## config.mk

```make
export PLATFORM = sky130hd
export DESIGN_NAME = axi4_mem_loader
export DESIGN_NICKNAME = d
export VERILOG_FILES = /design/src/rtl/axi4_mem_loader_pkg.sv /design/src/rtl/axi4_burst_split.sv /design/src/rtl/axi4_mem_loader.sv
export SDC_FILE = /design/constraint.sdc
export NUM_CORES = 1
export LEC_CHECK = 0
export BUFFER_PORTS_ARGS = -buffer_cell sky130_fd_sc_hd__buf_2
export CAP_MARGIN = 10
export CORE_AREA = 3 3 146 148
export DETAILED_ROUTE_END_ITERATION = 10
export DIE_AREA = 0 0 149 151
export GPL_ROUTABILITY_DRIVEN = 0
export GPL_TIMING_DRIVEN = 0
export PLACE_DENSITY = 0.71
export SLEW_MARGIN = 5
export SYNTH_ARGS = -nofsm -noshare
export SYNTH_HDL_FRONTEND = slang
export SYNTH_HIERARCHICAL = 1
export SYNTH_SLANG_ARGS = --single-unit
```

## constraint.sdc

```tcl
create_clock -name clk -period 8.9 [get_ports clk]
set_clock_uncertainty 0.2 [all_clocks]
set_input_delay 0 -clock clk [delete_from_list [all_inputs] [get_ports clk]]
set_output_delay 0 -clock clk [all_outputs]
set_load 0.1 [all_outputs]
```

## src/rtl/axi4_mem_loader_pkg.sv

```systemverilog
// Shared types and AXI constants for the memory loader and its burst splitter.
package axi4_mem_loader_pkg;

  typedef enum logic [2:0] {
    ST_IDLE,
    ST_AW,
    ST_W,
    ST_B,
    ST_AR,
    ST_R,
    ST_DONE
  } state_t;

  localparam logic [1:0]  BURST_INCR  = 2'b01;
  localparam logic [1:0]  RESP_OKAY   = 2'b00;
  localparam logic [12:0] BOUNDARY_4K = 13'h1000;

  function automatic logic [15:0] min16(input logic [15:0] a, input logic [15:0] b);
    return (a < b) ? a : b;
  endfunction

endpackage

```

## src/rtl/axi4_burst_split.sv

```systemverilog
// Burst length and follow-on address for an INCR burst starting at addr:
// limited by remaining beats, BURST_LEN and the next 4 KB boundary.
module axi4_burst_split #(
  parameter int ADDR_W    = 32,
  parameter int DATA_W    = 64,
  parameter int BURST_LEN = 16
) (
  input  logic [ADDR_W-1:0] addr,
  input  logic [15:0]       remaining,
  output logic [8:0]        len,
  output logic [ADDR_W-1:0] next_addr
);
  import axi4_mem_loader_pkg::*;

  localparam int SZ = $clog2(DATA_W/8);

  logic [12:0] room_bytes;
  logic [15:0] room_beats;
  logic [15:0] cap;

  always_comb begin
    // addr is beat-aligned, so the byte distance divides exactly
    room_bytes = BOUNDARY_4K - {1'b0, addr[11:0]};
    room_beats = 16'(room_bytes >> SZ);
    cap        = min16(min16(remaining, 16'(BURST_LEN)), room_beats);
    len        = cap[8:0];
    next_addr  = addr + (ADDR_W'(cap) << SZ);
  end

  logic unused_hi;
  assign unused_hi = ^cap[15:9];

endmodule

```

## src/rtl/axi4_mem_loader.sv

```systemverilog
// Stream-to-memory AXI4 writer with one burst in flight.
// AXI4_MEM_LOADER_READBACK_EN adds a checksum re-read of the written region.
module axi4_mem_loader #(
  parameter int ADDR_W    = 32,
  parameter int DATA_W    = 64,
  parameter int ID_W      = 4,
  parameter int AXI_ID    = 0,
  parameter int BURST_LEN = 16
) (
  input  logic                  clk,
  input  logic                  rst_n,
  input  logic                  start,
  input  logic [ADDR_W-1:0]     base_addr,
  input  logic [15:0]           num_beats,
  input  logic                  s_valid,
  output logic                  s_ready,
  input  logic [DATA_W-1:0]     s_data,
  output logic                  busy,
  output logic                  done,
  output logic [1:0]            err,
  output logic                  awvalid,
  input  logic                  awready,
  output logic [ID_W-1:0]       awid,
  output logic [ADDR_W-1:0]     awaddr,
  output logic [7:0]            awlen,
  output logic [2:0]            awsize,
  output logic [1:0]            awburst,
  output logic                  wvalid,
  input  logic                  wready,
  output logic [DATA_W-1:0]     wdata,
  output logic [DATA_W/8-1:0]   wstrb,
  output logic                  wlast,
  input  logic                  bvalid,
  output logic                  bready,
  input  logic [ID_W-1:0]       bid,
  input  logic [1:0]            bresp,
  output logic                  arvalid,
  input  logic                  arready,
  output logic [ID_W-1:0]       arid,
  output logic [ADDR_W-1:0]     araddr,
  output logic [7:0]            arlen,
  output logic [2:0]            arsize,
  output logic [1:0]            arburst,
  input  logic                  rvalid,
  output logic                  rready,
  input  logic [ID_W-1:0]       rid,
  input  logic [DATA_W-1:0]     rdata,
  input  logic [1:0]            rresp,
  input  logic                  rlast
);
  import axi4_mem_loader_pkg::*;

  localparam int SZ = $clog2(DATA_W/8);

  state_t            state, nxt;
  logic [ADDR_W-1:0] addr_q, base_q, nxt_addr;
  logic [15:0]       rem_q, total_q, rem_after;
  logic [8:0]        beat_q, len;
  logic [1:0]        err_q;
  logic              last_beat;
  logic [7:0]        len_field;

  axi4_burst_split #(.ADDR_W(ADDR_W), .DATA_W(DATA_W), .BURST_LEN(BURST_LEN)) u_split (
    .addr(addr_q), .remaining(rem_q), .len(len), .next_addr(nxt_addr)
  );

  assign rem_after = rem_q - 16'(len);
  assign last_beat = (beat_q == len - 9'd1);
  // len is 0 only when nothing is left; keep the field at 0 then
  assign len_field = (len == 9'd0) ? 8'd0 : 8'(len - 9'd1);

  assign awid    = ID_W'(AXI_ID);
  assign awaddr  = addr_q;
  assign awlen   = len_field;
  assign awsize  = 3'(SZ);
  assign awburst = BURST_INCR;
  assign wdata   = s_data;
  assign wstrb   = '1;
  assign err     = err_q;

`ifdef AXI4_MEM_LOADER_READBACK_EN
  logic [63:0] wsum_q, rsum_q, rsum_nxt;
  assign rsum_nxt = rsum_q + 64'(rdata);
  assign arid     = ID_W'(AXI_ID);
  assign araddr   = addr_q;
  assign arlen    = len_field;
  assign arsize   = 3'(SZ);
  assign arburst  = BURST_INCR;
`else
  assign arvalid  = 1'b0;
  assign rready   = 1'b0;
  assign arid     = '0;
  assign araddr   = '0;
  assign arlen    = '0;
  assign arsize   = '0;
  assign arburst  = '0;
`endif

  always_ff @(posedge clk or negedge rst_n) begin
    if (!rst_n) state <= ST_IDLE;
    else        state <= nxt;
  end

  always_comb begin
    nxt     = state;
    busy    = 1'b1;
    done    = 1'b0;
    awvalid = 1'b0;
    wvalid  = 1'b0;
    s_ready = 1'b0;
    wlast   = 1'b0;
    bready  = 1'b0;
`ifdef AXI4_MEM_LOADER_READBACK_EN
    arvalid = 1'b0;
    rready  = 1'b0;
`endif
    case (state)
      ST_IDLE: begin
        busy = 1'b0;
        if (start) nxt = (num_beats == '0) ? ST_DONE : ST_AW;
      end
      ST_AW: begin
        awvalid = 1'b1;
        if (awready) nxt = ST_W;
      end
      ST_W: begin
        wvalid  = s_valid;
        s_ready = wready;
        wlast   = last_beat;
        if (s_valid && wready && last_beat) nxt = ST_B;
      end
      ST_B: begin
        bready = 1'b1;
        if (bvalid) begin
          if (rem_after != '0) nxt = ST_AW;
`ifdef AXI4_MEM_LOADER_READBACK_EN
          else                 nxt = ST_AR;
`else
          else                 nxt = ST_DONE;
`endif
        end
      end
`ifdef AXI4_MEM_LOADER_READBACK_EN
      ST_AR: begin
        arvalid = 1'b1;
        if (arready) nxt = ST_R;
      end
      ST_R: begin
        rready = 1'b1;
        if (rvalid && last_beat) nxt = (rem_after != '0) ? ST_AR : ST_DONE;
      end
`endif
      ST_DONE: begin
        busy = 1'b0;
        done = 1'b1;
        nxt  = ST_IDLE;
      end
      default: begin
        busy = 1'b0;
        nxt  = ST_IDLE;
      end
    endcase
  end

  always_ff @(posedge clk or negedge rst_n) begin
    if (!rst_n) begin
      addr_q  <= '0;
      base_q  <= '0;
      rem_q   <= '0;
      total_q <= '0;
      beat_q  <= '0;
      err_q   <= '0;
    end else begin
      case (state)
        ST_IDLE: if (start) begin
          base_q  <= {base_addr[ADDR_W-1:SZ], {SZ{1'b0}}};
          addr_q  <= {base_addr[ADDR_W-1:SZ], {SZ{1'b0}}};
          rem_q   <= num_beats;
          total_q <= num_beats;
          beat_q  <= '0;
          err_q   <= '0;
        end
        ST_AW: beat_q <= '0;
        ST_W:  if (s_valid && wready) beat_q <= beat_q + 9'd1;
        ST_B:  if (bvalid) begin
          if (bresp != RESP_OKAY) err_q[0] <= 1'b1;
          addr_q <= nxt_addr;
          rem_q  <= rem_after;
`ifdef AXI4_MEM_LOADER_READBACK_EN
          // rewind so the readback walks the identical burst sequence
          if (rem_after == '0) begin
            addr_q <= base_q;
            rem_q  <= total_q;
          end
`endif
        end
`ifdef AXI4_MEM_LOADER_READBACK_EN
        ST_AR: beat_q <= '0;
        ST_R:  if (rvalid) begin
          beat_q <= beat_q + 9'd1;
          if (rresp != RESP_OKAY) err_q[0] <= 1'b1;
          if (last_beat) begin
            addr_q <= nxt_addr;
            rem_q  <= rem_after;
            if (rem_after == '0 && rsum_nxt != wsum_q) err_q[1] <= 1'b1;
          end
        end
`endif
        default: ;
      endcase
    end
  end

`ifdef AXI4_MEM_LOADER_READBACK_EN
  always_ff @(posedge clk or negedge rst_n) begin
    if (!rst_n) begin
      wsum_q <= '0;
      rsum_q <= '0;
    end else if (state == ST_IDLE && start) begin
      wsum_q <= '0;
      rsum_q <= '0;
    end else begin
      if (state == ST_W && s_valid && wready) wsum_q <= wsum_q + 64'(s_data);
      if (state == ST_R && rvalid)            rsum_q <= rsum_nxt;
    end
  end

  logic unused_sigs;
  assign unused_sigs = ^{bid, rid, rlast, base_addr[SZ-1:0]};
`else
  logic unused_sigs;
  assign unused_sigs = ^{bid, rid, rlast, base_addr[SZ-1:0], arready, rvalid, rdata, rresp};
`endif

endmodule

```

==> results.yml <==
route:
  wl_mm: 20.6
  ant_nets: 0
  vias: 6953
  viasPerCell: 4.76
  wl_per_cell_um: 14.1
  route.detailed.drc: 0
  drt-initial-drc-count: 349
  first_pass_iters: 7
sta:
  finalSetupViolations: 0
  tns_ns: 0
  fin_crit_sh_pct: 84.8
  maxSlewHeadroom_pct: 28.5
  timing.fmax_mhz: 133
  holdWs_ns: -0.00473
  tightest_slew_ns: 1.06
  grt_setup_unrepaired: "false"
  final_hold_viol_count: 2
  period_needed_ns: 7.54
  finalMaxSlewViolations: 0
cts:
  post_cts_buffers: 0
  cts_made_buffers: 9
  cts-root-buf: "clkbuf_16"
  clk_path_buf_depth: 2
  numClockSinks: 61
  cts_tree: "done"
  path_clk_slew_ns: 0.06
  cts_resized: 0
  postCtsHoldBufs: 53
  htree_levels: 3
  clock_latency_ns: 0.34
synthesis:
  synth_cell_types: 64
  synth_flop_cell: "dfrtp_1"
  ys_warn_count: 6
  syn_inst: 878
  syn_area_per_cell_um2: 7.60
  syn-cell-area_um2: 6670
  synth-edff-count: 0
  ys_seq_area_share_pct: 22.9
  ys_ff_latch: 61
  ys_async_sr_fraction_pct: 100
run_status:
  violations: "hold timing"
  status: "finished with violations"
floorplan:
  ioPinCount: 379
  die_area_um2: 22500
  fp.coreArea_um2: 20200
  die_x_um: 149
  fp.dieH_um: 151
  core.rowCount: 52
  initial_core_util_pct: 33.1
global_route:
  grt_pass1_wl_mm: 32.5
  grt_max_degree: 62
  grt_pass1_vias: 6447
  grt_usage_pct: 17.9
  overflow: 0
  grt_antenna_before_repair: 0
placed_design:
  port_buffers: 165
  placed_cells: 1391
  dp_hpwl_mm: 16.3
  post_dp_cell_area_um2: 8150
worst_setup_path:
  crit_fanout: 6
  required_ns: 8.70
  path_class: "reg2out"
  cp-start-kind: "flop"
  end_kind: "output pin"
  crit_arrival_ns: 7.34
cells_and_area:
  final_area_um2: 8980
  final_nets: 1422
  drive_gt1_share_pct: 28.8
  n_antenna_cell: 0
  layout.cells.non_filler: 1460
  syn2layout_area_growth_pct: 34.7
  fillers: 2053
min_path:
  min_path_type: "in2async"
job:
  maxCapViolations: 0
final timing paths:
path,start,endpoint,slack (ns),cells past startpoint
worst min register to register,awaddr[1]$_DFFE_PN0P_,awaddr[1]$_DFFE_PN0P_,0.35,2
min in group clk,wready,beat_q[0]$_DFFE_PN0P_,0.01,5
worst max-delay path,awaddr[0]$_DFFE_PN0P_,wlast,1.36,20
worst min-delay path,rst_n,beat_q[7]$_DFFE_PN0P_,-0.005,3
max in group asynchronous,rst_n,rem_q[10]$_DFFE_PN0P_,8.21,3
worst max register to register,awaddr[0]$_DFFE_PN0P_,awaddr[30]$_DFFE_PN0P_,1.57,20
stage by stage:
stage                     setup slack [ns]  util, %
after global placement                1.83     40.3
after floorplan                       2.14        -
after global routing                 0.936     44.5
after detailed placement              1.71     40.4
after CTS                             1.33     44.5
final                                 1.36     44.5
cell families (layout without fill, tap and decap cells):
group                      after synthesis  count (layout)  share of synthesized area, %
AOI/OAI and AO/OA                      183             183                          18.3
xor gates and xnor gates                58              58                          7.62
adders and majority gates               39              39                          7.54
buffers and inverters                  197             432                          18.9
DFF                                     61              61                          22.9
muxes                                    8               8                          1.22
other                                    3              80                         0.169
and+or+nand+nor                        329             329                          23.3
cell usage in the layout (no fill, tap or decap), types with 10 or more instances in the layout:
cell type	instances
xnor2_1	39
a211oi_1	13
ha_1	37
conb_1	80
o211ai_1	13
buf_4	137
a21oi_1	41
and3_1	10
xor2_1	19
clkbuf_1	29
nor4_1	11
a21o_1	12
nor2_1	98
inv_1	23
o21ai_0	29
buf_2	167
nand3_1	18
a31oi_1	41
nor3_1	16
dlygate4sd3_1	53
nand4_1	14
nand2_1	112
dfrtp_1	61
synth_stat cells, types with 9 or more instances:
master,n,area share (%)
and3_1,10,0.94
dfrtp_1,61,23
nand2b_1,9,0.84
nand3_1,18,1.4
ha_1,37,6.9
o21ai_0,29,2.2
nor2_1,98,5.5
a211oi_1,13,1.5
a21oi_1,41,3.1
a21o_1,12,1.4
xnor2_1,39,5.1
o211ai_1,13,1.5
nor4_1,11,1.0
nand2_1,112,6.3
nor3_1,16,1.2
nand4_1,14,1.3
inv_1,23,1.3
a31oi_1,41,3.8
clkbuf_1,29,1.6
xor2_1,19,2.5
buf_4,136,15
state kept, by name, summed over array words and instances, names as in the netlist:
| signal | cells |
|---|---|
| awaddr | 32 |
| beat_q | 9 |
| err | 1 |
| rem_q | 16 |
| state | 3 |
metal layers:
layer / track usage (%) / routed length [µm] / up-vias
met4: 4.85 / 281 / 0
met1: 23.2 / 8820 / 3180
met5: 0 / 0 / -
met3: 3.23 / 1750 / 17
met2: 30.7 / 9760 / 302
li1: - / - / 3454
worst max-delay path, cell delays in order (launching register included):
cell      delay (ns)
dfrtp_1         0.42
or4_4           0.58
or4_4           0.47
or4_4           0.46
or3_4           0.36
ha_1            0.30
o21a_1          0.11
nor2_1          0.12
or2_2           0.15
a311oi_1        0.07
or3_1           0.45
o21ai_0         0.85
inv_1           0.20
ha_1            0.32
nor3b_1         0.17
xnor2_1         0.28
xor2_1          0.19
nand3_1         0.09
nor4_1          0.75
and2_1          0.22
buf_2           0.42
final cells by class:
class,count,area [µm²],area share (%)
clock inverters,6,61.3,0.683
plain buffers,173,1170,13.0
clock buffers,10,239,2.66
well taps,270,338,3.76
flip-flops and latches,61,1530,17.0
repair buffers,219,1390,15.4
inverters,24,90.1,1.00
multi-input cells,697,4170,46.4
Power is left out: the tool's default activity adds up to more than one toggle a clock period on the data nets, which glitch-free logic cannot reach.
